**src/rtl/suite_pattern_sequencer.sv**
```systemverilog
// Keyboard-driven pattern/level/invert selector for the suite renderer.
// Key presses edit shadow settings; the renderer sees them only at each vblank rising edge.
`timescale 1ns/1ps
module suite_pattern_sequencer #(
    parameter int unsigned NUM_PATTERNS = 12,
    parameter int unsigned AUTO_FRAMES  = 300,
    parameter int unsigned LEVEL_MAX    = 15
) (
    input  logic        clk,
    input  logic        reset_n,
    input  logic [10:0] ps2_key,
    input  logic        v_blank,
    output logic [3:0]  pattern,
    output logic [3:0]  level,
    output logic        invert,
    output logic        auto_active,
    output logic        commit
);

    typedef enum logic [0:0] {StManual, StAuto} mode_e;

    localparam logic [3:0]  PatLast   = 4'(NUM_PATTERNS - 1);
    localparam logic [3:0]  LvlMax    = 4'(LEVEL_MAX);
    localparam logic [15:0] FrameLast = 16'(AUTO_FRAMES - 1);

    mode_e       mode_q, mode_d;
    logic        armed_q;
    logic        key_tog_q;
    logic        v_blank_q;
    logic [15:0] frame_q, frame_d;
    logic [3:0]  pat_q, pat_d;
    logic [3:0]  lvl_q, lvl_d;
    logic        inv_q, inv_d;
    logic [3:0]  pattern_q, level_q;
    logic        invert_q, commit_q;
    logic        key_event;
    logic        vb_edge;

    // Both detectors are held off until the first post-reset clock has sampled the inputs.
    assign key_event = armed_q && (ps2_key[10] != key_tog_q) && ps2_key[9];
    assign vb_edge   = armed_q && v_blank && !v_blank_q;

    always_comb begin
        mode_d  = mode_q;
        frame_d = frame_q;
        pat_d   = pat_q;
        lvl_d   = lvl_q;
        inv_d   = inv_q;

        if (key_event) begin
            case ({ps2_key[8], ps2_key[7:0]})
                9'h174: begin
                    pat_d  = (pat_q == PatLast) ? 4'd0 : pat_q + 4'd1;
                    mode_d = StManual;
                end
                9'h16B: begin
                    pat_d  = (pat_q == 4'd0) ? PatLast : pat_q - 4'd1;
                    mode_d = StManual;
                end
                9'h175: lvl_d = (lvl_q == LvlMax) ? LvlMax : lvl_q + 4'd1;
                9'h172: lvl_d = (lvl_q == 4'd0) ? 4'd0 : lvl_q - 4'd1;
                9'h029: inv_d = ~inv_q;
                9'h01C: begin
                    if (mode_q == StAuto) begin
                        mode_d = StManual;
                    end else begin
                        mode_d  = StAuto;
                        frame_d = 16'd0;
                    end
                end
                default: ;
            endcase
        end

        // Auto advance only while auto mode persists through this cycle.
        if (vb_edge && mode_q == StAuto && mode_d == StAuto) begin
            if (frame_q == FrameLast) begin
                frame_d = 16'd0;
                pat_d   = (pat_d == PatLast) ? 4'd0 : pat_d + 4'd1;
            end else begin
                frame_d = frame_q + 16'd1;
            end
        end
    end

    always_ff @(posedge clk or negedge reset_n) begin
        if (!reset_n) begin
            mode_q    <= StManual;
            armed_q   <= 1'b0;
            key_tog_q <= 1'b0;
            v_blank_q <= 1'b0;
            frame_q   <= 16'd0;
            pat_q     <= 4'd0;
            lvl_q     <= LvlMax;
            inv_q     <= 1'b0;
            pattern_q <= 4'd0;
            level_q   <= LvlMax;
            invert_q  <= 1'b0;
            commit_q  <= 1'b0;
        end else begin
            mode_q    <= mode_d;
            armed_q   <= 1'b1;
            key_tog_q <= ps2_key[10];
            v_blank_q <= v_blank;
            frame_q   <= frame_d;
            pat_q     <= pat_d;
            lvl_q     <= lvl_d;
            inv_q     <= inv_d;
            commit_q  <= vb_edge;
            if (vb_edge) begin
                pattern_q <= pat_d;
                level_q   <= lvl_d;
                invert_q  <= inv_d;
            end
        end
    end

    assign pattern     = pattern_q;
    assign level       = level_q;
    assign invert      = invert_q;
    assign auto_active = (mode_q == StAuto);
    assign commit      = commit_q;

endmodule

```
**config.mk**
```make
export PLATFORM = sky130hd
export DESIGN_NAME = suite_pattern_sequencer
export DESIGN_NICKNAME = d
export VERILOG_FILES = /design/src/rtl/suite_pattern_sequencer.sv
export SDC_FILE = /design/constraint.sdc
export NUM_CORES = 1
export LEC_CHECK = 0
export ABC_AREA = 1
export BUFFER_PORTS_ARGS = -buffer_cell sky130_fd_sc_hd__buf_4
export CAP_MARGIN = 10
export CORE_AREA = 2 2 72 74
export CTS_CLUSTER_SIZE = 8
export DETAILED_ROUTE_END_ITERATION = 16
export DIE_AREA = 0 0 74 76
export PLACE_DENSITY = 0.73
export SYNTH_ARGS = -nofsm -noshare
export SYNTH_HDL_FRONTEND = slang
export SYNTH_SLANG_ARGS = --single-unit
export TNS_END_PERCENT = 1
```
**constraint.sdc**
```tcl
create_clock -name clk -period 5.05 [get_ports clk]
set_input_delay 1.2625 -clock clk [delete_from_list [all_inputs] [get_ports clk]]
set_output_delay 1.2625 -clock clk [all_outputs]
set_load 0.05 [all_outputs]
```
==> results of run 1 <==
## flip-flops by register name (all words and copies together) (netlist names)
signal and cells:
armed_q 1, auto_active 1, commit 1, frame_q 16
inv_q 1, invert 1, key_tog_q 1, level 4
lvl_q 4, pat_q 4, pattern 4, v_blank_q 1
## power breakdown
group	internal [W]	switching [W]	leakage, nW
combinational	0.000101	0.000177	0.903
clock	0.000197	0.000112	0.0644
sequential	0.000370	0.0000553	0.469
## worst max path at each step
stage | from | cells past startpoint | to | slack (ns)
finish | ps2_key[10] | 10 | frame_q[11] | 2.48
global route | ps2_key[10] | 10 | frame_q[11] | 2.26
CTS | ps2_key[10] | 10 | frame_q[11] | 2.47
detailed placement | ps2_key[10] | 10 | frame_q[11] | 2.17
global placement | ps2_key[7] | 14 | pattern[1] | 2.23
floorplan | ps2_key[7] | 14 | pattern[3] | 2.53
## placed cells by master (no fill, tap or decap), drive strengths merged, types with 2 or more instances in the layout
| cell type | netlist | final |
|---|---|---|
| clkbuf | 0 | 5 |
| buf | 3 | 25 |
| nand2 | 98 | 98 |
| xnor2 | 2 | 2 |
| o21bai | 2 | 2 |
| nor3 | 9 | 9 |
| dfstp | 8 | 8 |
| xor2 | 11 | 11 |
| o32ai | 2 | 2 |
| inv | 50 | 50 |
| bufinv | 0 | 2 |
| ha | 7 | 7 |
| dfrtp | 31 | 31 |
| o21ai | 12 | 12 |
| o22ai | 12 | 12 |
| nor4 | 2 | 2 |
| a21oi | 14 | 14 |
| nand3 | 29 | 29 |
| nand4 | 8 | 8 |
| nor2 | 30 | 30 |
## layout make-up
cell class	instances	area [um2]	share of cell area [%]
Multi-Input combinational cell	240	1390	46.6
Clock buffer	5	68.8	2.31
Sequential cell	39	986	33.2
Clock inverter	3	67.6	2.27
Inverter	51	191	6.44
Timing Repair Buffer	25	188	6.31
Tap cell	70	87.6	2.94
## through the flow
stage | setup slack [ns] | area [um2]
finish | 2.48 | 2970
global placement | 2.23 | 2840
CTS | 2.47 | 2970
global route | 2.26 | 2970
floorplan | 2.53 | 2590
detailed placement | 2.17 | 2840
## routing by layer
metal / global-route usage [%] / vias to the layer above
met4: 6.18 / 0
met2: 35.3 / 28
li1: - / 1132
met5: 0 / -
met1: 25.5 / 1007
met3: 4.23 / 6
## logic make-up (layout without fill, tap and decap cells)
kind of cell | after synthesis | count (layout) | share of synthesized area [%]
xor+xnor | 13 | 13 | 4.40
other cells | 1 | 1 | 0.145
buf+inv | 54 | 84 | 8.32
compound gates | 42 | 42 | 10.7
flops | 39 | 39 | 38.1
simple gates | 177 | 177 | 34.9
fa+ha+maj | 7 | 7 | 3.39
## worst reg2reg max path: stages, from the launching register on
cell	delay (ns)
dfrtp_1	0.45
inv_1	0.14
ha_1	0.20
nand2_1	0.08
nand2_1	0.06
nand3_1	0.06
o21ai_1	0.08
nand2_1	0.07
nand2_2	0.08
ha_1	0.20
nand2_2	0.08
o21bai_2	0.12
nand2_1	0.06
nand3_1	0.06
nand2_1	0.05
==> metrics.md, run 1 <==
| Metric | Value |
|---|---|
| Most instantiated cells after synthesis | nand2_1 (87), inv_1 (42), dfrtp_1 (31) |
| Worst path arrival time | 2.78 ns |
| Fin crit period | around 2.6 ns |
| Worst-path cell chain | buf_4 -> inv_1 -> nand2_1 -> nand2_2 -> nor2_8 -> a21oi_4 -> nand4_1 -> a21oi_2 -> o21ai_1 -> o21ai_0 |
| Gp weighted congestion | 0.901 |
| WL final | 5080 um |
| Met1 Wirelength | 2310 um |
| Tcrit/Tclk final | between 50 and 60% |
| Global-route wire length before repair | 9310 um |
| Leak Pwr | 1.44 nW |
| ANT cells | 0 |
| Layout Utilization | 60.5% |
| IO Count | 25 |
| Hold_sp | level[1] |
| Max-cap viol count | 0 |
| Slew Limit Fails | 0 |
| CTS Buf Count | 5 |
| Kind of critical path | primary input to flip-flop |
| Worst r2r src | pat_q[0] |
| Core Footprint | 4910 um2 |
| Dpl cells | roughly 430 |
| RSZ-0062 raised after global routing | no |
| Grt ovf | 0 |
| Mapped Nets | around 350 |
| Routed vias | 2173 |
| DP Wirelength | 3870 um |
| Starting Density | 52.6% |
| Met2 wire len | about 2500 um |
| H-tree levels | 2 |
| Reg clk slew, reported paths | 0.08 ns |
| CP Capture Type | flip-flop |
| Worst Tran Pin Value | 0.535 ns |
| Via density per instance | about 5 |
| Clock tree sinks | 39 |
| Met3 wire length | 155 um |
| Port Buf Inserts | 24 |
| Fill cells | 442 |
| Asr flop ratio synth | 100% |
| Die Area | 5620 um2 |
| FF+latch count, synth | 39 |
| Chip height | 76 um |
| Total GRT Usage | 20.5% |
| DR DRC count | 0 |
| Placement Rows | 26 |
| Startpoint types | primary input |
| CP Data Required Time | roughly 5.3 ns |
| Post-Layout Cell Count | 433 |
| Reg2Reg Setup Slack | 3.14 ns |
| Final setup TNS | 0 ns |
| Vias in the first global route | 2186 |
| Hold crit path type | flip-flop to flip-flop |
| Cell family with most CP delay | simple AND/OR/NAND/NOR gates |
| Clock Path Buffers | 2 |
| Run status | finished clean |
| Fmax | roughly 390 MHz |
| Final setup vio count | 0 |
| Critical path buffer and inverter count | 2 |
| Worst-path maximum fanout | 11 |
| Hold buffer count at CTS | 0 |
| Hold Slack | between 0.4 and 0.5 ns |
| Initial detailed-routing violation count | 72 |
| Pre-Repair DR Iteration Count | 4 |
| Crit Reg-Reg Endpoint | pattern[0] |
| Relative slew slack | 64.2% |
| Syn avg cell area | 7.77 um2 |
| Final ANT Viol Nets | 0 |
| TritonCTS clock tree | built |
| Width of the die | 74 um |
| Largest net degree at the start of global routing | 40 |
| Initial antenna violation count | 0 |
| Worst-skew pair later-pin latency | 0.30 ns |
| Area grow syn2layout | 15.0% |
| Worst reg2reg path depth | 14 |
| Ys Warns | 0 |
| Hold Path Cell Cnt | 2 |
| Critical path's largest stage delay | ~0.47 ns |
| Most numerous cell in the Yosys netlist | nand2_1 |
| Peak supply drop | 268 uV |
| Clock skew | 0.00697 ns |
| Top FF cell, synth | dfrtp_1 |
| EDFF count, synth | 0 |
| Cts repair resizes | 0 |
| Yosys top cell by area | dfrtp_1 |
| Power, Total | 0.00101 W |
| Hold EP | level[1] |
| Clock root cell | clkbuf_8 |
| Register area share after synthesis | 38.1% |
| Post-CTS setup-driven buffer insertion count | 0 |
| Mapped Cells | 333 |
| Share of post-route cells with drive strength above 1 | 24.8% |
| Post-Syn Area | 2590 um2 |
| Main area contributors after synthesis | dfrtp_1 (30%), nand2_1 (13%), dfstp_2 (8.1%) |
| PD cells | ~340 nW/um2 |
| Top Layer Used | met4 |
| Synth cell types | 38 |
| Slowest CP cell | nand4_1 |
| WL/cell | 11.7 um |
| Final #Nets | 383 |
| Top-area cell type share of the netlist area | 30.0% |
| Final hold vios | 0 |
Power figures use the tool's default switching activity.
==> inputs of run 2 (changes only) <==
- CORE_AREA: 2 2 72 74 -> 2 2 73 75
- DIE_AREA: 0 0 74 76 -> 0 0 75 77
- PLACE_DENSITY: 0.73 -> 0.74
- clock period: 5.05 -> 2.2 ns (I/O delays scaled with it)
==> metrics.md, run 2 (synthesized netlist as in run 1, its figures left out) <==
| Metric | Value |
|---|---|
| Reg clk slew, reported paths | 0.08 ns (about the same) |
| Gp weighted congestion | 0.901 (about the same) |
| Post-CTS setup-driven buffer insertion count | 0 (unchanged) |
| Critical path buffer and inverter count | 1 (-1) |
| Critical path's largest stage delay | 0.44 ns (-0.03 ns) |
| Global-route wire length before repair | 9060 um (-2.7%) |
| Met3 wire length | 176 um (+14%) |
| Via density per instance | 5.05 (+0.59%) |
| Met2 wire len | 2640 um (+3.6%) |
| Power, Total | 0.00224 W (+120%) |
| Area grow syn2layout | 15.1% |
| CP Data Required Time | 2.39 ns (-2.87 ns) |
| Cell family with most CP delay | simple AND/OR/NAND/NOR gates |
| Chip height | 77 um (+1.3%) |
| Number of flip-flops in the largest register | 16 (unchanged) |
| Largest net degree at the start of global routing | 40 (unchanged) |
| Vias in the first global route | 2209 (+1.1%) |
| Kind of critical path | flip-flop to flip-flop |
| Leak Pwr | 1.45 nW (+0.74%) |
| WL final | 5260 um (+3.5%) |
| Crit-path most repeated cell | nand2_1 |
| Met1 Wirelength | 2380 um (+3.1%) |
| TritonCTS clock tree | built |
| Width of the die | 75 um (+1.4%) |
| Final ANT Viol Nets | 0 (unchanged) |
| Tcrit/Tclk final | 88.0% |
| Core Footprint | 4980 um2 (+1.3%) |
| Fmax | 517 MHz |
| Slew Limit Fails | 0 (unchanged) |
| Worst path arrival time | 2.12 ns (-0.66 ns) |
| Worst-skew pair later-pin latency | 0.29 ns (about the same) |
| Die Area | 5780 um2 (+2.7%) |
| Final hold vios | 0 (unchanged) |
| Fill cells | 465 (+5.2%) |
| Worst-path cell chain | inv_1 -> ha_1 -> nand2_1 -> nand2_1 -> nand3_1 -> o21ai_1 -> nand2_1 -> nand2_2 -> ha_1 -> nand2_2 -> o21bai_2 -> nand2_1 -> nand3_1 -> nand2_1 |
| Pre-Repair DR Iteration Count | 4 (unchanged) |
| CP Capture Type | flip-flop |
| Max-cap viol count | 0 (unchanged) |
| Hold crit path type | primary input to async pin |
| Commonest non-fill, non-tap cell in the layout | nand2_1 |
| Starting Density | 52.0% (-0.69 points) |
| Clock tree sinks | 39 (unchanged) |
| Top Layer Used | met4 |
| IO Count | 25 (unchanged) |
| Total GRT Usage | 19.7% (-0.87 points) |
| Port Buf Inserts | 24 (unchanged) |
| Peak supply drop | 418 uV (+56%) |
| DR DRC count | 0 (unchanged) |
| H-tree levels | 2 (unchanged) |
| Most frequent cells in the layout | nand2_1 (87), inv_1 (42), dfrtp_1 (31) |
| Initial detailed-routing violation count | 62 (-14%) |
| Share of post-route cells with drive strength above 1 | 25.4% (+0.62 points) |
| Clock Path Buffers | 2 (unchanged) |
| Hold buffer count at CTS | 0 (unchanged) |
| Clock skew | 0.00942 ns (+0.00245 ns) |
| Initial antenna violation count | 0 (unchanged) |
| Worst-path maximum fanout | 6 (-5) |
| Placement Rows | 26 (unchanged) |
| Grt ovf | 0 (unchanged) |
| ANT cells | 0 (unchanged) |
| WL/cell | 12.1 um (+2.8%) |
| Final setup TNS | 0 ns (unchanged) |
| Clock root cell | clkbuf_8 |
| Biggest register | frame_q |
| Startpoint types | flip-flop |
| CTS Buf Count | 5 (unchanged) |
| Final #Nets | 386 (+0.78%) |
| Routed vias | 2201 (+1.3%) |
| PD cells | 751 nW/um2 (+120%) |
| RSZ-0062 raised after global routing | no |
| DP Wirelength | 4060 um (+4.9%) |
| Slowest CP cell | dfrtp_1 |
| Cts repair resizes | 0 (unchanged) |
| Final setup vio count | 0 (unchanged) |
| Run status | finished clean |
| Fin crit period | 1.94 ns |
==> run 2: power by group <==
group / switching [W] / internal (W)
Combinational: 0.000412 / 0.000237
Clock: 0.000243 / 0.000367
Sequential: 0.000129 / 0.000850
Total: 0.000784 / 0.00145
==> run 2: final timing paths <==
| path | start | end | depth (start not counted) | slack, ns |
|---|---|---|---|---|
| max | pat_q[0] | pattern[3] | 14 | 0.26 |
| min | reset_n | pat_q[3] | 1 | 0.21 |
| max reg2reg | pat_q[0] | pattern[3] | 14 | 0.26 |
| min reg2reg | level[1] | level[1] | 2 | 0.47 |
| max in group asynchronous | reset_n | level[3] | 1 | 1.61 |
| min in group clk | ps2_key[10] | key_tog_q | 1 | 0.38 |
==> run 2: worst reg2reg max path, stage by stage (launching register included) <==
cell and delay (ns):
dfrtp_1 0.44, inv_1 0.13, ha_1 0.20, nand2_1 0.08, nand2_1 0.06, nand3_1 0.06, o21ai_1 0.08, nand2_1 0.07
nand2_2 0.08, ha_1 0.22, nand2_2 0.10, o21bai_2 0.12, nand2_1 0.08, nand3_1 0.07, nand2_1 0.05
==> run 2: per-layer routing <==
metal  vias to the layer above  GRT usage, %
li1                       1144             -
met1                      1013          23.5
met2                        37          34.6
met3                         7          4.20
met4                         0          5.71
met5                         -             0
==> run 2: final cells by class <==
type	count	area, um2	share of cell area [%]
flip-flops and latches	39	986	33.1
repair buffers	28	210	7.06
multi-input cells	240	1390	46.5
well taps	70	87.6	2.94
clock inverters	2	35.0	1.18
inverters	51	191	6.43
clock buffers	6	82.6	2.77
==> run 2: metrics by stage <==
step	utilization [%]	hold WS [ns]	area, um2	cells	setup WS (ns)
final	59.8	0.211	2980	436	0.265
after CTS	59.8	0.237	2980	436	0.274
after detailed placement	57.5	0.457	2860	428	0.0945
after global routing	59.8	0.254	2980	436	0.106
after floorplan	-	0.254	2590	333	0.392
after global placement	57.5	0.451	2860	428	0.126
